===== config.mk =====
export PLATFORM = sky130hd
export DESIGN_NAME = uart_tx_param
export DESIGN_NICKNAME = d
export VERILOG_FILES = /design/src/rtl/uart_pkg.sv /design/src/rtl/uart_tx_param.sv
export SDC_FILE = /design/constraint.sdc
export NUM_CORES = 1
export LEC_CHECK = 0
export CORE_MARGIN = 2
export CORE_UTILIZATION = 50
export CTS_BUF_LIST = sky130_fd_sc_hd__clkbuf_4 sky130_fd_sc_hd__clkbuf_8 sky130_fd_sc_hd__clkbuf_16
export CTS_CLUSTER_SIZE = 14
export DETAILED_ROUTE_END_ITERATION = 10
export PLACE_DENSITY_LB_ADDON = 0.08
export SLEW_MARGIN = 20
export SYNTH_ARGS = -nofsm -noshare
export SYNTH_HDL_FRONTEND = slang
export SYNTH_SLANG_ARGS = --single-unit

===== constraint.sdc =====
create_clock -name clk -period 2.8 [get_ports clk]
set_clock_uncertainty 0.2 [all_clocks]
set_input_delay 0.84 -clock clk [delete_from_list [all_inputs] [get_ports clk]]
set_output_delay 0.84 -clock clk [all_outputs]
set_load 0.1 [all_outputs]

===== src/rtl/uart_pkg.sv =====
// Shared types for the UART transmitter: parity mode, bit order and tx state encoding,
// plus the parity helper used when a byte is moved into the shifter.
package uart_pkg;

  typedef enum logic [1:0] {
    PARITY_NONE = 2'd0,
    PARITY_EVEN = 2'd1,
    PARITY_ODD  = 2'd2
  } parity_e;

  typedef enum logic {
    MSB_FIRST = 1'b0,
    LSB_FIRST = 1'b1
  } bit_order_e;

  typedef enum logic [2:0] {
    ST_IDLE   = 3'd0,
    ST_START  = 3'd1,
    ST_DATA   = 3'd2,
    ST_PARITY = 3'd3,
    ST_STOP   = 3'd4
  } tx_state_e;

  // Unused upper bits are zero and do not disturb the XOR.
  function automatic logic parity_bit(input logic [8:0] d, input parity_e mode);
    return (^d) ^ (mode == PARITY_ODD);
  endfunction

endpackage


===== src/rtl/uart_tx_param.sv =====
// Parameterised UART transmitter: one-entry holding register feeding a shifter,
// each serial bit held for OVERSAMPLE ticks of an external sample_trigger.
//
// state     | meaning
// ST_IDLE   | line idle high, waiting for a tick with a byte pending
// ST_START  | start bit (0)
// ST_DATA   | data bits in BIT_ORDER
// ST_PARITY | parity bit (never entered with PARITY_NONE)
// ST_STOP   | STOP_BITS stop bits (1)
module uart_tx_param
  import uart_pkg::*;
#(
  parameter int         DATA_BITS  = 8,
  parameter int         OVERSAMPLE = 16,
  parameter parity_e    PARITY     = PARITY_NONE,
  parameter int         STOP_BITS  = 1,
  parameter bit_order_e BIT_ORDER  = MSB_FIRST
) (
  input  logic                 clk,
  input  logic                 rst,
  input  logic                 sample_trigger,
  input  logic [DATA_BITS-1:0] data,
  input  logic                 start,
  output logic                 serial_data,
  output logic                 ready,
  output logic                 busy
);

  localparam int CNT_W = $clog2(OVERSAMPLE);
  localparam logic [CNT_W-1:0] CNT_LOAD = CNT_W'(OVERSAMPLE - 1);

  if (DATA_BITS < 5 || DATA_BITS > 9) begin : g_bad_data_bits
    $error("uart_tx_param: DATA_BITS must be 5..9");
  end
  if (OVERSAMPLE < 2 || OVERSAMPLE > 64) begin : g_bad_oversample
    $error("uart_tx_param: OVERSAMPLE must be 2..64");
  end
  if (STOP_BITS < 1 || STOP_BITS > 2) begin : g_bad_stop_bits
    $error("uart_tx_param: STOP_BITS must be 1 or 2");
  end
  if (PARITY != PARITY_NONE && PARITY != PARITY_EVEN && PARITY != PARITY_ODD) begin : g_bad_parity
    $error("uart_tx_param: illegal PARITY mode");
  end

  tx_state_e            r_state;
  logic                 r_init;
  logic                 r_hold_full;
  logic [DATA_BITS-1:0] r_hold;
  logic [DATA_BITS-1:0] r_shift;
  logic                 r_parity;
  logic [CNT_W-1:0]     r_sample_cnt;
  logic [3:0]           r_bit_cnt;
  logic                 r_serial;

  logic                 w_accept;
  logic                 w_pend;
  logic [DATA_BITS-1:0] w_pend_data;
  logic                 w_last_stop;
  logic                 w_launch;
  logic                 w_next_bit;
  logic [DATA_BITS-1:0] w_shifted;

  // ready stays low until the first edge after reset is released.
  assign ready       = r_init & ~r_hold_full;
  assign busy        = (r_state != ST_IDLE);
  assign serial_data = r_serial;

  // A start accepted on the launch edge passes straight through to the shifter.
  assign w_accept    = start & ready;
  assign w_pend      = r_hold_full | w_accept;
  assign w_pend_data = r_hold_full ? r_hold : data;
  assign w_last_stop = (r_state == ST_STOP) && (r_sample_cnt == '0) && (r_bit_cnt == 4'd0);
  assign w_launch    = sample_trigger && w_pend && ((r_state == ST_IDLE) || w_last_stop);

  assign w_next_bit  = (BIT_ORDER == MSB_FIRST) ? r_shift[DATA_BITS-1] : r_shift[0];
  assign w_shifted   = (BIT_ORDER == MSB_FIRST) ? {r_shift[DATA_BITS-2:0], 1'b0}
                                                : {1'b0, r_shift[DATA_BITS-1:1]};

  always_ff @(posedge clk or posedge rst) begin
    if (rst) begin
      r_state      <= ST_IDLE;
      r_init       <= 1'b0;
      r_hold_full  <= 1'b0;
      r_hold       <= '0;
      r_shift      <= '0;
      r_parity     <= 1'b0;
      r_sample_cnt <= '0;
      r_bit_cnt    <= 4'd0;
      r_serial     <= 1'b1;
    end else begin
      r_init <= 1'b1;
      if (w_accept) r_hold <= data;
      if (w_launch) r_hold_full <= 1'b0;
      else if (w_accept) r_hold_full <= 1'b1;

      if (w_launch) begin
        r_state      <= ST_START;
        r_serial     <= 1'b0;
        r_shift      <= w_pend_data;
        r_parity     <= parity_bit(9'(w_pend_data), PARITY);
        r_sample_cnt <= CNT_LOAD;
      end else if (sample_trigger && r_state != ST_IDLE) begin
        r_sample_cnt <= (r_sample_cnt == '0) ? CNT_LOAD : r_sample_cnt - 1'b1;
        if (r_sample_cnt == '0) begin
          case (r_state)
            ST_START: begin
              r_state   <= ST_DATA;
              r_serial  <= w_next_bit;
              r_shift   <= w_shifted;
              r_bit_cnt <= 4'(DATA_BITS - 1);
            end
            ST_DATA: begin
              if (r_bit_cnt != 4'd0) begin
                r_serial  <= w_next_bit;
                r_shift   <= w_shifted;
                r_bit_cnt <= r_bit_cnt - 4'd1;
              end else if (PARITY == PARITY_NONE) begin
                r_state   <= ST_STOP;
                r_serial  <= 1'b1;
                r_bit_cnt <= 4'(STOP_BITS - 1);
              end else begin
                r_state  <= ST_PARITY;
                r_serial <= r_parity;
              end
            end
            ST_PARITY: begin
              r_state   <= ST_STOP;
              r_serial  <= 1'b1;
              r_bit_cnt <= 4'(STOP_BITS - 1);
            end
            ST_STOP: begin
              if (r_bit_cnt != 4'd0) begin
                r_bit_cnt <= r_bit_cnt - 4'd1;
              end else begin
                r_state      <= ST_IDLE;
                r_serial     <= 1'b1;
                r_sample_cnt <= '0;
              end
            end
            default: begin
              r_state  <= ST_IDLE;
              r_serial <= 1'b1;
            end
          endcase
        end
      end
    end
  end

endmodule


After elaboration in Yosys (flattened, before gate mapping)
Cells that the tools add are included.

storage, ports and cells
  flip-flop bits (word level) = 30
  input bits = 12
  output and inout port bits = 3
  logic and storage cells = 72

cells by class
  $add $sub $neg = 2
  equality and inequality tests = 8
  multiplexer cells = 29
  bitwise logic cells = 5
  reductions and logical operators = 20

operators by type and width
  operator                                              number
  two-way mux 8 bit                                     5
  two-way mux 4 bit                                     8
  one-hot mux 4 bit (4 select lines)                    1
  one-hot mux 8 bit (2 select lines)                    1
  two-way mux 3 bit                                     5
  one-hot mux 3 bit (4 select lines)                    1
  != test 3 bit (second input constant)                 3
  zero test 4 bit                                       2
  AND reduction 4 bit                                   2
  nonzero test 4 bit                                    2
  subtractor 4 x 1 -> 4 bit (second input constant)     2
  two-way mux 1 bit                                     7
  equality test 3 x 2 -> 1 bit (second input constant)  2
  nonzero test 2 bit                                    3
  nonzero test 3 bit                                    2
  logical AND 1 bit                                     5
  AND reduction 5 bit                                   1
  equality test 3 x 1 -> 1 bit (second input constant)  1
  equality test 3 bit (second input constant)           1
  zero test 3 bit                                       1
  one-hot mux 1 bit (3 select lines)                    1
  AND reduction 3 bit                                   1
  AND 1 bit                                             2
  != test 2 x 1 -> 1 bit (second input constant)        1
  other kinds (3)                                       4

Logic depth before layout (Yosys ltp)
  word-level depth = 8
  mapped depth = 8
  gate-level depth less buffers = 6

Worst setup path before layout
OpenSTA, ideal clock, no wires.

  path type = register to register
  start = register r_hold_full
  end = register r_hold[0]
  setup time = 125 ps
  data arrival time = 2831 ps
  required time = 2475 ps
  slack = -356 ps
  stages on the path, launching flop included = 5
  path buffers = 1
  period minus slack after synthesis = 3156 ps
  path through = dfrtp_1 -> buf_2 -> nor2b_1 -> nand2_1 -> mux2_2

between the ends
  cells in the longest elaborated chain, start to end = 3

RTL lines
  element                 line                 text
  start, declared         uart_tx_param.sv:47  logic r_hold_full;
  start signal, assigned  uart_tx_param.sv:83  r_hold_full <= 1'b0;
  start signal, assigned  uart_tx_param.sv:93  if (w_launch) r_hold_full <= 1'b0;
  start signal, assigned  uart_tx_param.sv:94  else if (w_accept) r_hold_full <= 1'b1;
  inverter 1 bit          uart_tx_param.sv:64  assign ready = r_init & ~r_hold_full;
  AND 1 bit               uart_tx_param.sv:64
  via ready               uart_tx_param.sv:25  output logic ready,
  AND 1 bit               uart_tx_param.sv:69  assign w_accept = start & ready;
  end signal, assigned    uart_tx_param.sv:92  if (w_accept) r_hold <= data;
  end, declared           uart_tx_param.sv:48  logic [DATA_BITS-1:0] r_hold;

The timed path passes the listed nets, and every way through them passes these cells.
A chain may end at the register's enable or synchronous reset.

Worst setup path after layout
  start = register r_state[1]
  end = output busy

between the ends
  cells in the longest elaborated chain, start to end = 1

RTL lines
  element                 line                  text
  start, declared         uart_tx_param.sv:45   tx_state_e r_state;
  start signal, assigned  uart_tx_param.sv:81   r_state <= ST_IDLE;
  start signal, assigned  uart_tx_param.sv:97   r_state <= ST_START;
  start signal, assigned  uart_tx_param.sv:107  r_state <= ST_DATA;
  nonzero test 3 bit      uart_tx_param.sv:65   assign busy = (r_state != ST_IDLE);
  end, declared           uart_tx_param.sv:26   output logic busy

No other way between the ends.

==> metrics <==
power density cells=1030 nW/µm²; max-slew violations=0; library cells used by synthesis=45; share of layout cells above drive strength 1=a little under a quarter; Setup Viol. Count Final=0; Startpoint Class=flop; MaxCap Viol Count=0; syn_area_per_cell=10.3 µm²; Worst Path Arrival=approximately 1500 ps; HP Class=flop to flop; Async S/R FF share, synth=100%; CP top delay family=flip-flops; via count=1,363; NumNets Final=205; pin count of the biggest net entering global routing=31; crit-path max FO=17; vias in the first global route=1,436; Leak=0.000900 µW; Routed WL=around 3.5 mm; Slowest-stage cell, CP=dfrtp_1; R2R setup slack=480 ps; CP Class=flop to output pin; ANT nets after route=0; drt drc=0; Final Hold Vio Count=0; peak supply drop=between 0.4 and 0.5 mV; HP Start=r_hold[3]; relative slew slack=between 60% and 70%; I/O Buffers=14; Place WS=54.5 ps; GP Congestion=roughly 0.9; DIE WIDTH=63.3 µm; I/O pin count=15; number of antenna cells inserted=0; total grt overflow=0; clk sink count=30; WL/cell=14.8 µm; post-CTS setup repair buffer count=0; DIE AREA=about 4000 µm²; critical path's largest stage delay=560 ps; dominant synthesized flop cell=dfrtp_1; Mapped Nets=between 150 and 200; CTS H-tree depth=2; period utilization=92.1%; first-pass GRT wire length=6.46 mm; clk buf depth=2; crit-path cells=or3_1 > buf_12; Pre-antenna DRT Iters=4; # rows=21; Post-DP HPWL=2.50 mm; Buf/Inv on CP=1; CP endpoint kind=output pin; Via density=~5.8; initial antenna violation count=0; CTS Buf Count=5; Tmin final=around 2600 ps; Max Freq=0.388 GHz; post-route cell area=2060 µm²; Layout Cells excl Fill=237; Reg2Reg Launch Point=r_bit_cnt[0]; Setup crit start=r_state[1]; Root Driver=clkbuf_4; post_cts resized=0; YS warnings=0; Clk Latency, worst-skew pair=340 ps; Post-CTS Hold Buffers=0; Seq cells post-synth=30; GRT Total Usage=between 20% and 30%; core area=3360 µm²; CP Data Required Time=approximately 1800 ps; number of flops mapped to enable cells by yosys=0; Area Growth Syn to Fin=17.0%; clock-pin slew on the worst setup and hold paths=approximately 100 ps; status=completed; Die H=63.3 µm; Seq/Total Area, Yosys=42.8%; Cell Area, Synth=1760 µm²; Gate Count Post-Synth=roughly 170; Post-Place Cell Area=1970 µm²; Starting DRT DRC Count=92; placed instance count=229; TritonCTS clock tree=built; Setup TNS=0 ps; RSZ-0062 raised after global routing=false; Worst Max-Slew Pin Slew=543 ps; initial core utilization=52.2%; worst setup margin=222 ps; # fillers=325
[final cells by class]
type                       instances  area (µm²)  share of cell area (%)
clock inverter                     3        45.0                    2.19
clock buffer                       5        37.5                    1.83
sequential                        30         752                    36.6
tap                               46        57.6                    2.80
timing repair buffer              20         203                    9.86
inverter                          16        60.1                    2.92
multi-input combinational        117         901                    43.8
[placed cells by master (no fill, tap or decap), types with 2 or more instances in the layout]
master,synthesis,routed
buf_12,0,2
a21oi_1,4,4
a22oi_1,2,2
inv_1,16,16
o221ai_2,7,7
clkbuf_4,0,5
dfrtp_1,29,29
a21o_1,2,2
nor2_1,8,8
o2bb2ai_1,3,3
mux2i_1,10,10
buf_4,0,7
nor3_1,6,6
a22o_1,2,2
clkdlybuf4s50_1,0,11
o21ai_0,8,8
a31oi_1,3,3
nand2_1,9,9
clkinvlp_4,0,2
or3b_1,3,3
o211ai_1,2,2
ha_1,3,3
nand3_1,9,9
or3b_2,2,2
nor3b_1,4,4
mux2_2,9,9
[sequential cells by signal, indices dropped and copies added, names as in the netlist]
signal / count
r_hold_full: 1
r_shift: 8
serial_data: 1
r_state: 3
r_hold: 8
r_init: 1
r_bit_cnt: 4
r_sample_cnt: 4
[worst paths after layout]
| path | endpoint | depth (start not counted) |
|---|---|---|
| worst min register to register | r_hold[3] | 1 |
| min in group asynchronous | r_sample_cnt[1] | 3 |
| worst max register to register | r_shift[1] | 6 |
| worst max-delay path | busy | 2 |
| max in group asynchronous | serial_data | 3 |
| worst min-delay path | r_hold[3] | 1 |
[power by group]
group	internal, µW	total (µW)	switching (µW)
registers	632	799	167
clock network	187	355	168
logic	429	957	528
[kinds of logic after synthesis]
logic type	synth area share [%]
AOI/OAI and AO/OA	21.2
adders and majority gates	2.14
DFF	42.8
muxes	11.5
buffers and inverters	6.05
and+or+nand+nor	16.1
other	0.213
[cells in the mapped netlist, drive strengths merged (2+ instances only)]
cell type / number / area [µm²]
nor2b: 2 / 12.5
nand2: 10 / 40.0
nor2: 8 / 30.0
a21oi: 4 / 20.0
nor3b: 4 / 30.0
o2bb2ai: 3 / 26.3
a31oi: 3 / 18.8
o211ai: 2 / 15.0
o22ai: 2 / 18.8
dfrtp: 29 / 726
o21ai: 10 / 53.8
mux2: 9 / 101
nand3: 9 / 45.0
clkbuf: 5 / 18.8
mux2i: 10 / 100
a22oi: 2 / 15.0
or3b: 5 / 43.8
a21o: 2 / 15.0
inv: 16 / 60.1
nor3: 6 / 30.0
buf: 3 / 27.5
o221ai: 7 / 105
ha: 3 / 37.5
a22o: 3 / 35.0
[layer usage]
layer	part of all wire, %	global-route usage [%]	vias to the layer above	wire, µm
li1	-	-	668	-
met1	42	24.6	656	1480
met2	52	35.8	35	1820
met3	4.5	5.71	4	157
met4	1.3	7.34	0	44
met5	0	0	-	0
[stage by stage]
step	util [%]	power [µW]	hold slack (ps)
detailed placement	58.7	1770	295
global route	61.1	2290	326
finish	61.1	2110	315
CTS	61.1	2130	319
floorplan	-	1570	279
global placement	58.7	1720	288
(Power assumes the default switching activity.)
==> RTL edit (same settings) <==
`DATA_BITS`: 8 -> 6.
--- a/src/rtl/uart_tx_param.sv
+++ b/src/rtl/uart_tx_param.sv
@@ -12,3 +12,3 @@
 #(
-  parameter int         DATA_BITS  = 8,
+  parameter int         DATA_BITS  = 6,
   parameter int         OVERSAMPLE = 16,
Interface: changed (resized data); port bits go from 15 to 13. No check against the original RTL was run, so the function may have changed too.
==> RTL edit against the original RTL <==
Hold slack improved by 0.0088 ns. Setup slack improved by 0.014 ns. Sequential share of layout area is 0.88 points higher. Cell area shrank 15%. Routed wire length decreased by 13%. Sequential cell count shrank 4. Area after synthesis shrank 14%. Global-route usage decreased by 0.41 points. Total power is 17% lower. Via count shrank 14%. Fmax grew 0.55%. Clock power shrank 52%. First-iteration DRC count fell by 54%.
==> RTL edit: results (changes against the original RTL) <==
The run finished with clean final reports. The worst-case hold slack is 0.324 ns (+0.00878 ns). The largest registers in the layout are r_hold x6, r_shift x6.

Sorting the synthesized cells by area gives the leading types as dfrtp_1, mux2i_1, mux2_2. The clock-pin slew reported for the worst setup and hold paths after clock tree synthesis came out at 0.13 ns (+0.03 ns). The number of global-route vias before repair came out at 1152 (-20%).

For the insertion delay to the later sink of the worst-skew pair, the log shows 0.31 ns (-0.03 ns). The tools report the worst vdd rail ir drop as 0.502 mV (+3.2%). The number of nets produced by synthesis is 158 (-15%), and the number of different library cells in the post-synthesis netlist is 52 (+16%). The total cell area at the placement stage is 0.00171 mm2 (-13%).

The logs give 1.52 ns (-0.02 ns) for the endpoint arrival time on the critical path and 5.35 mm (-17%) for the global-route wire length before repair. The run gives 0.157 ns (+0.103 ns) as the worst slack at placement. The share of synthesized area occupied by flip-flops and latches was 0.430 (+0.00145). The net switching power figure is 0.753 mW (-13%), and the per-cell via count in the routed design is 6.14 (+6.8%). The CTS H-tree depth was 1 (-1); the count of mapped cells out of synthesis was 145 (-15%).

The total number of nets in the final design was 174 (-15%). By count the netlist is led by dfrtp_1, nor3_1, inv_1, mux2i_1. Wire length reported by the detailed router: 3.04 mm (-13%). The largest net degree at the start of global routing was 27 (-13%); the initial detailed-routing violation count was 42 (-54%). The post-layout minimum cycle time is 2.56 ns (-0.0142 ns), and the total routing resource utilization after global routing is 0.202 (-0.00415).

In this run the critical register-to-register path is launched from r_sample_cnt[0]$_DFFE_PP0P_. The logs give 0.750 nW (-17%) for the static leakage power and 0.797 (-11%) for the weighted congestion reported at the end of routability-driven placement. For the number of buffers created by CTS, the log shows 3 (-2).
## RTL edit: layout make-up
type | instances | area [um2]
repair buffers | 19 | 190
inverters | 7 | 26.3
fillers | 231 | 1090
multi-input cells | 104 | 803
well taps | 31 | 38.8
flip-flops and latches | 26 | 652
clock buffers | 4 | 30.0
## RTL edit: per-layer routing
metal | GRT usage | share of wire | up-vias
met4 | 0.0519 | 0.021 | 0
met3 | 0.0459 | 0.029 | 6
met5 | 0 | 0 | -
met1 | 0.298 | 0.51 | 558
met2 | 0.302 | 0.44 | 25
li1 | - | - | 584
## RTL edit: critical path, cell delays in order (launching register included)
cell     delay [ns]
dfrtp_1        0.51
or3_1          0.49
buf_12         0.21
## RTL edit: worst max-delay path by stage
stage                       startpoint                     endpoint  cells past startpoint
2_1_floorplan  r_hold_full$_DFFE_PP0P_                        ready                      2
3_3_place_gp                     start  r_sample_cnt[0]$_DFFE_PP0P_                      5
3_5_place_dp                     start  r_sample_cnt[0]$_DFFE_PP0P_                      5
4_1_cts         r_state[1]$_DFFE_PP0P_                         busy                      2
5_1_grt         r_state[1]$_DFFE_PP0P_                         busy                      2
6_report        r_state[1]$_DFFE_PP0P_                         busy                      2
## RTL edit: kinds of logic after synthesis
family                   count (synthesis)  synth area share
other                                    1           0.00247
AO/OA/AOI/OAI                           45             0.237
multiplexers                            13            0.0907
adder cells (fa/ha/maj)                  3            0.0247
AND/OR/NAND/NOR                         41             0.167
buffers and inverters                   15            0.0429
flip-flops                              26             0.430
XOR/XNOR                                 1           0.00577
